## src/rtl/imem_loader.sv

```systemverilog
// -----------------------------------------------------------------------------
// imem_loader
//   Boot-time program loader. Takes a byte stream (typically from a UART
//   receiver), assembles little-endian 32-bit words and writes them into core
//   memory from BASE_ADDR upward. The core is held in reset until the whole
//   image has been written.
//
//   Stream format: 4-byte little-endian length N (in bytes), then N payload
//   bytes. A final partial word is written with its unfilled upper bytes zero.
//   An image longer than the memory space above BASE_ADDR is refused: no
//   writes happen, error is raised and the core stays in reset.
//
// Parameters
//   ADDR_WIDTH  byte-address width of core memory (capacity 2**ADDR_WIDTH bytes)
//   BASE_ADDR   byte address of the first word written (4-byte aligned)
//
// Ports
//   clk        in   clock, rising edge
//   rst        in   synchronous active-high reset
//   in_valid   in   input byte valid
//   in_data    in   input byte
//   in_ready   out  byte accepted this cycle when in_valid is also high
//   mem_we     out  one-cycle word write strobe
//   mem_addr   out  word-aligned byte address of the write
//   mem_wdata  out  write data, first stream byte of the group in [7:0]
//   core_rst   out  reset to the core, high until the load completes
//   done       out  image fully written, core released
//   error      out  image length exceeds capacity, sticky until rst
// -----------------------------------------------------------------------------
module imem_loader #(
   parameter int ADDR_WIDTH = 16,
   parameter int BASE_ADDR  = 0
) (
   input  logic                  clk,
   input  logic                  rst,
   input  logic                  in_valid,
   input  logic [7:0]            in_data,
   output logic                  in_ready,
   output logic                  mem_we,
   output logic [ADDR_WIDTH-1:0] mem_addr,
   output logic [31:0]           mem_wdata,
   output logic                  core_rst,
   output logic                  done,
   output logic                  error
);

   typedef enum logic [2:0] {
      S_LEN,
      S_DATA,
      S_FLUSH,
      S_DONE,
      S_ERR
   } state_t;

   // Bytes available from BASE_ADDR to the top of memory; 33 bits so that a
   // 32-bit length can be compared without overflow.
   localparam logic [32:0]           CAPACITY = (33'd1 << ADDR_WIDTH) - 33'(BASE_ADDR);
   localparam logic [ADDR_WIDTH-1:0] BASE_A   = ADDR_WIDTH'(BASE_ADDR);
   localparam logic [ADDR_WIDTH-3:0] WIDX_ONE = 1;

   state_t                r_state;
   logic [31:0]           r_len;
   logic [31:0]           r_cnt;
   logic [31:0]           r_buf;
   logic [31:0]           r_wdata;
   logic [ADDR_WIDTH-3:0] r_widx;
   logic                  r_in_ready;
   logic                  r_mem_we;
   logic                  r_core_rst;
   logic                  r_done;
   logic                  r_error;

   logic                  w_xfer;
   logic [1:0]            w_k;
   logic [31:0]           w_len_full;
   logic [31:0]           w_cnt_nxt;
   logic                  w_last;
   logic [31:0]           w_word;

   assign w_xfer     = in_valid & r_in_ready;
   assign w_k        = r_cnt[1:0];
   assign w_len_full = {in_data, r_len[23:0]};
   assign w_cnt_nxt  = r_cnt + 32'd1;
   assign w_last     = (w_cnt_nxt == r_len);

   // Current group with the incoming byte merged at its lane. The buffer is
   // cleared after every write, so lanes above w_k are always zero here.
   always_comb begin
      w_word                      = r_buf;
      w_word[{w_k, 3'b000} +: 8] = in_data;
   end

   always_ff @(posedge clk) begin
      if (rst) begin
         r_state    <= S_LEN;
         r_len      <= '0;
         r_cnt      <= '0;
         r_buf      <= '0;
         r_wdata    <= '0;
         r_widx     <= '0;
         r_in_ready <= 1'b0;
         r_mem_we   <= 1'b0;
         r_core_rst <= 1'b1;
         r_done     <= 1'b0;
         r_error    <= 1'b0;
      end else begin
         r_mem_we <= 1'b0;
         // The address moves on only after the write cycle has completed.
         if (r_mem_we) r_widx <= r_widx + WIDX_ONE;

         case (r_state)
            S_LEN: begin
               r_in_ready <= 1'b1;
               if (w_xfer) begin
                  r_len[{w_k, 3'b000} +: 8] <= in_data;
                  r_cnt                     <= w_cnt_nxt;
                  if (w_k == 2'd3) begin
                     r_cnt <= '0;
                     r_len <= w_len_full;
                     if (w_len_full == 32'd0) begin
                        r_state    <= S_DONE;
                        r_in_ready <= 1'b0;
                        r_core_rst <= 1'b0;
                        r_done     <= 1'b1;
                     end else if ({1'b0, w_len_full} > CAPACITY) begin
                        r_state    <= S_ERR;
                        r_in_ready <= 1'b0;
                        r_error    <= 1'b1;
                     end else begin
                        r_state <= S_DATA;
                     end
                  end
               end
            end

            S_DATA: begin
               if (w_xfer) begin
                  r_cnt <= w_cnt_nxt;
                  if ((w_k == 2'd3) || w_last) begin
                     r_mem_we <= 1'b1;
                     r_wdata  <= w_word;
                     r_buf    <= '0;
                  end else begin
                     r_buf <= w_word;
                  end
                  if (w_last) begin
                     r_state    <= S_FLUSH;
                     r_in_ready <= 1'b0;
                  end
               end
            end

            // The final write pulse is on the outputs during this cycle.
            S_FLUSH: begin
               r_state    <= S_DONE;
               r_done     <= 1'b1;
               r_core_rst <= 1'b0;
            end

            default: begin
               // S_DONE / S_ERR hold until rst.
            end
         endcase
      end
   end

   assign in_ready  = r_in_ready;
   assign mem_we    = r_mem_we;
   assign mem_addr  = BASE_A + {r_widx, 2'b00};
   assign mem_wdata = r_wdata;
   assign core_rst  = r_core_rst;
   assign done      = r_done;
   assign error     = r_error;

endmodule

```

## config.mk

```make
export PLATFORM = sky130hd
export DESIGN_NAME = imem_loader
export DESIGN_NICKNAME = d
export VERILOG_FILES = /design/src/rtl/imem_loader.sv
export SDC_FILE = /design/constraint.sdc
export NUM_CORES = 1
export LEC_CHECK = 0
export BUFFER_PORTS_ARGS = -buffer_cell sky130_fd_sc_hd__clkbuf_2
export CORE_UTILIZATION = 60
export DETAILED_ROUTE_END_ITERATION = 6
export GPL_ROUTABILITY_DRIVEN = 1
export PLACE_DENSITY = 0.76
export SLEW_MARGIN = 20
export SYNTH_ARGS = -nofsm -noshare
export SYNTH_HDL_FRONTEND = slang
export SYNTH_SLANG_ARGS = --single-unit
```

## constraint.sdc

```tcl
create_clock -name clk -period 8.3 [get_ports clk]
set_input_delay 0.83 -clock clk [delete_from_list [all_inputs] [get_ports clk]]
set_output_delay 0.83 -clock clk [all_outputs]
set_load 0.02 [all_outputs]
```

==> results.py <==
metrics = {
    "sta": {
        "rsz0062_at_grt": "no",
        "finalWorstPathRequiredPeriod_ns": 4.26,
        "final.setup.worst_slack_ns": 4.04,
        "max-slew-margin-rel_pct": 27.6,
        "setup_total_negative_slack_ns": 0,
        "hold_viol_final": 0,
        "clock-skew-final_ns": 0.00795,
        "final_min_period_over_clock_period_pct": 51.3,
        "timing_max_transition_violations_final": 0,
        "setup_violations": 0,
        "max_freq_ghz": 0.235,
        "max_slew.worst_pin.slew_ns": 1.08,
    },
    "clocking": {
        "clock_sink_count": 150,
        "clock_insertion_delay_worst_skew_ns": 0.43,
        "max-clock-path-buffers": 2,
        "post_cts_resize_count": 0,
        "numCtsBuffers": 17,
        "postCtsHoldBufs": 0,
        "post_cts_setup_repair_buffer_count": 0,
        "clk_transition_reported_paths_ns": 0.06,
        "tritoncts_clock_tree": "built",
        "htree_num_levels": 4,
        "root_buffer": "sky130_fd_sc_hd__clkbuf_16",
    },
    "logic_synthesis": {
        "synth-main-ff-cell": "sky130_fd_sc_hd__dfxtp_1",
        "synthesis.area_per_instance_um2": 8.02,
        "synth.yosys.seq_area_share_pct": 38.3,
        "ys_types": 58,
        "ffs_latches_synth": 150,
        "synth_edf_count": 0,
        "synth.cell_area_um2": 7840,
        "asyncSetResetFlopFracSynth_pct": 0,
        "yosysWarnings": 0,
        "synthCells": 977,
    },
    "route": {
        "totalWireLength_um": 20300,
        "ant_nets": 0,
        "wl_per_cell_um": 17.3,
        "detailedRoute.firstPassIterationCount": 6,
        "vias_per_cell": 6.15,
        "via_count": 7188,
        "drtIter0Drc": 856,
        "route.detailed.drc": 0,
    },
    "power_and_ir_drop": {
        "max-vdd-ir-drop_mv": 0.168,
        "cellLeakagePower_uw": 0.00329,
        "power.density_nw_per_um2": 186,
    },
    "finish": {
        "most-common-layout-cells": "150 x sky130_fd_sc_hd__dfxtp_1, 119 x sky130_fd_sc_hd__nor2_1, 74 x sky130_fd_sc_hd__a21oi_1, 66 x sky130_fd_sc_hd__nand2_1, 60 x sky130_fd_sc_hd__clkbuf_2",
        "num_antenna_cells": 0,
        "layout_cells_sized_above_1_pct": 13.5,
        "nets": 1003,
        "final-instance-count-excl-fill": 1169,
        "area_growth_pct": 10.9,
        "mostFrequentLayoutCell": "sky130_fd_sc_hd__dfxtp_1",
        "fillerInstances": 1070,
    },
    "global_routing": {
        "antenna_found_initial": 0,
        "via_count_of_the_first_global_routing_pass": 6057,
        "grt_use_total_pct": 30.7,
        "first_pass_grt_wire_length_um": 32100,
        "grt_start_max_net_pins": 100,
        "grt_remaining_overflow": 0,
    },
    "run_status": {
        "outcome": "finished clean",
    },
    "critical_path": {
        "critical_path.max_fanout": 34,
        "regToRegEndpoint": "mem_wdata[1]",
        "setup_slack_reg_to_reg_ns": 4.04,
        "timing.critical_path.arrival_ns": 4.53,
        "category_of_the_worst_setup_path_capture_point": "flip-flop",
        "timing.reg2reg.worst_path_depth": 10,
        "timing.critical_path.from_type": "flip-flop",
        "startpoint": "r_cnt[0]",
        "setup.worst_path.class": "reg2reg",
        "timing.critical_path.required_ns": 8.58,
        "worstReg2RegStart": "r_cnt[0]",
        "setup.worst_path.end": "mem_wdata[1]",
    },
    "floorplan": {
        "die_outline_width_um": 116,
        "fp.dieH_um": 116,
        "floorplan.initialDensity_pct": 61.9,
        "row_count": 41,
        "num_io_pins": 64,
        "die_area_um2": 13500,
        "core_area_um2": 12700,
    },
    "placed_design": {
        "routabilityCongestion": 0.903,
        "placed_instances": 1138,
        "dp.final_hpwl_um": 13100,
        "place_worst_setup_slack_ns": 4.09,
        "buffer_ports.inserted": 61,
    },
    "min_path": {
        "hold_path_class": "reg2reg",
    },
    "run": {
        "cap_violations": 0,
    },
}
## how the worst min path moves through the flow
| stage | start | to | slack, ns | cells after the start |
|---|---|---|---|---|
| after CTS | core_rst | core_rst | 0.45 | 2 |
| final | core_rst | core_rst | 0.45 | 2 |
| after detailed placement | core_rst | core_rst | 0.44 | 2 |
| after global placement | core_rst | core_rst | 0.43 | 2 |
| after floorplan | r_buf[10] | r_buf[10] | 0.45 | 2 |
| after global routing | done | done | 0.49 | 2 |
## cells in the mapped netlist (4+ instances only)
cell                       number  area [um2]
sky130_fd_sc_hd__and3_1        11        68.8
sky130_fd_sc_hd__dfxtp_1      150        3000
sky130_fd_sc_hd__clkbuf_1      57         214
sky130_fd_sc_hd__o211a_1       17         170
sky130_fd_sc_hd__buf_1          4        15.0
sky130_fd_sc_hd__a21oi_1       74         370
sky130_fd_sc_hd__a21o_1         4        30.0
sky130_fd_sc_hd__nor2b_1       16         100
sky130_fd_sc_hd__or3_1         22         138
sky130_fd_sc_hd__nor2_1       121         454
sky130_fd_sc_hd__nor4b_1        4        35.0
sky130_fd_sc_hd__nor4_1        17         106
sky130_fd_sc_hd__buf_6          4        45.0
sky130_fd_sc_hd__xnor2_1       31         272
sky130_fd_sc_hd__nor3b_1        4        30.0
sky130_fd_sc_hd__and2_1         5        31.3
sky130_fd_sc_hd__nor3_1        53         265
sky130_fd_sc_hd__o21ai_0       40         200
sky130_fd_sc_hd__mux2i_1        9        90.1
sky130_fd_sc_hd__nand2_1       66         248
sky130_fd_sc_hd__and4_1         8        70.1
sky130_fd_sc_hd__ha_1           7        87.6
sky130_fd_sc_hd__nand4_1       27         169
sky130_fd_sc_hd__buf_2         15        75.1
sky130_fd_sc_hd__a211oi_2      16         200
sky130_fd_sc_hd__inv_1         27         101
sky130_fd_sc_hd__a211oi_1       6        45.0
sky130_fd_sc_hd__xor2_1        28         245
sky130_fd_sc_hd__a22oi_1       25         188
sky130_fd_sc_hd__a32oi_1       16         140
sky130_fd_sc_hd__a311oi_1       4        35.0
sky130_fd_sc_hd__nand3_1       41         205
## cell families (layout without fill, tap and decap cells)
kind of cell | count (synthesis) | count (layout) | share of synthesized area (%)
fa+ha+maj | 7 | 7 | 1.12
simple gates | 414 | 414 | 26.8
xor+xnor | 59 | 59 | 6.59
other cells | 1 | 2 | 0.0478
buf+inv | 114 | 133 | 6.27
flops | 150 | 150 | 38.3
compound gates | 223 | 223 | 19.7
mux | 9 | 9 | 1.15
## through the flow
stage | area, um2 | power [uW] | hold slack (ns) | utilization (%)
3_5_place_dp | 8090 | 844 | 0.437 | 63.8
5_1_grt | 8690 | 1660 | 0.485 | 68.6
2_1_floorplan | 7840 | 815 | 0.454 | -
6_report | 8690 | 1610 | 0.445 | 68.6
4_1_cts | 8680 | 1610 | 0.447 | 68.5
3_3_place_gp | 8090 | 844 | 0.431 | 63.8
## report_power, final
part           total (uW)  internal [uW]  switching (uW)
Sequential            730            724            6.29
Combinational         100           24.3            76.1
Clock                 782            463             319
Total                1610           1210             401
## critical path: stages (launching register included)
cell                       delay, ns
sky130_fd_sc_hd__dfxtp_1        0.57
sky130_fd_sc_hd__ha_1           0.24
sky130_fd_sc_hd__nand3_1        0.37
sky130_fd_sc_hd__or4_4          0.66
sky130_fd_sc_hd__nor3_1         0.30
sky130_fd_sc_hd__xnor2_1        0.11
sky130_fd_sc_hd__nor4b_1        0.41
sky130_fd_sc_hd__and4_1         0.25
sky130_fd_sc_hd__buf_4          0.33
sky130_fd_sc_hd__or2_1          0.70
sky130_fd_sc_hd__a211oi_2       0.15
## layer usage
metal / part of all wire, % / track usage, %
met1: 46 / 43.1
met3: 6.3 / 6.02
met5: 0 / 0
met4: 2.2 / 10.3
met2: 45 / 47.2
## flip-flops by register name, summed over array words and instances, names as in the netlist, 3 cells and up
signal,flops
r_len,32
mem_wdata,32
r_widx,14
r_state,3
r_cnt,32
r_buf,32
## final cells by class
type                    instances  area (um2)  share of cell area (%)
well taps                     172         215                    2.48
clock inverters                12         141                    1.63
inverters                      28         105                    1.21
multi-input cells             714        4370                    50.3
flip-flops and latches        150        3000                    34.6
clock buffers                  19         453                    5.21
repair buffers                 74         405                    4.67
Power figures use the tool's default switching activity.
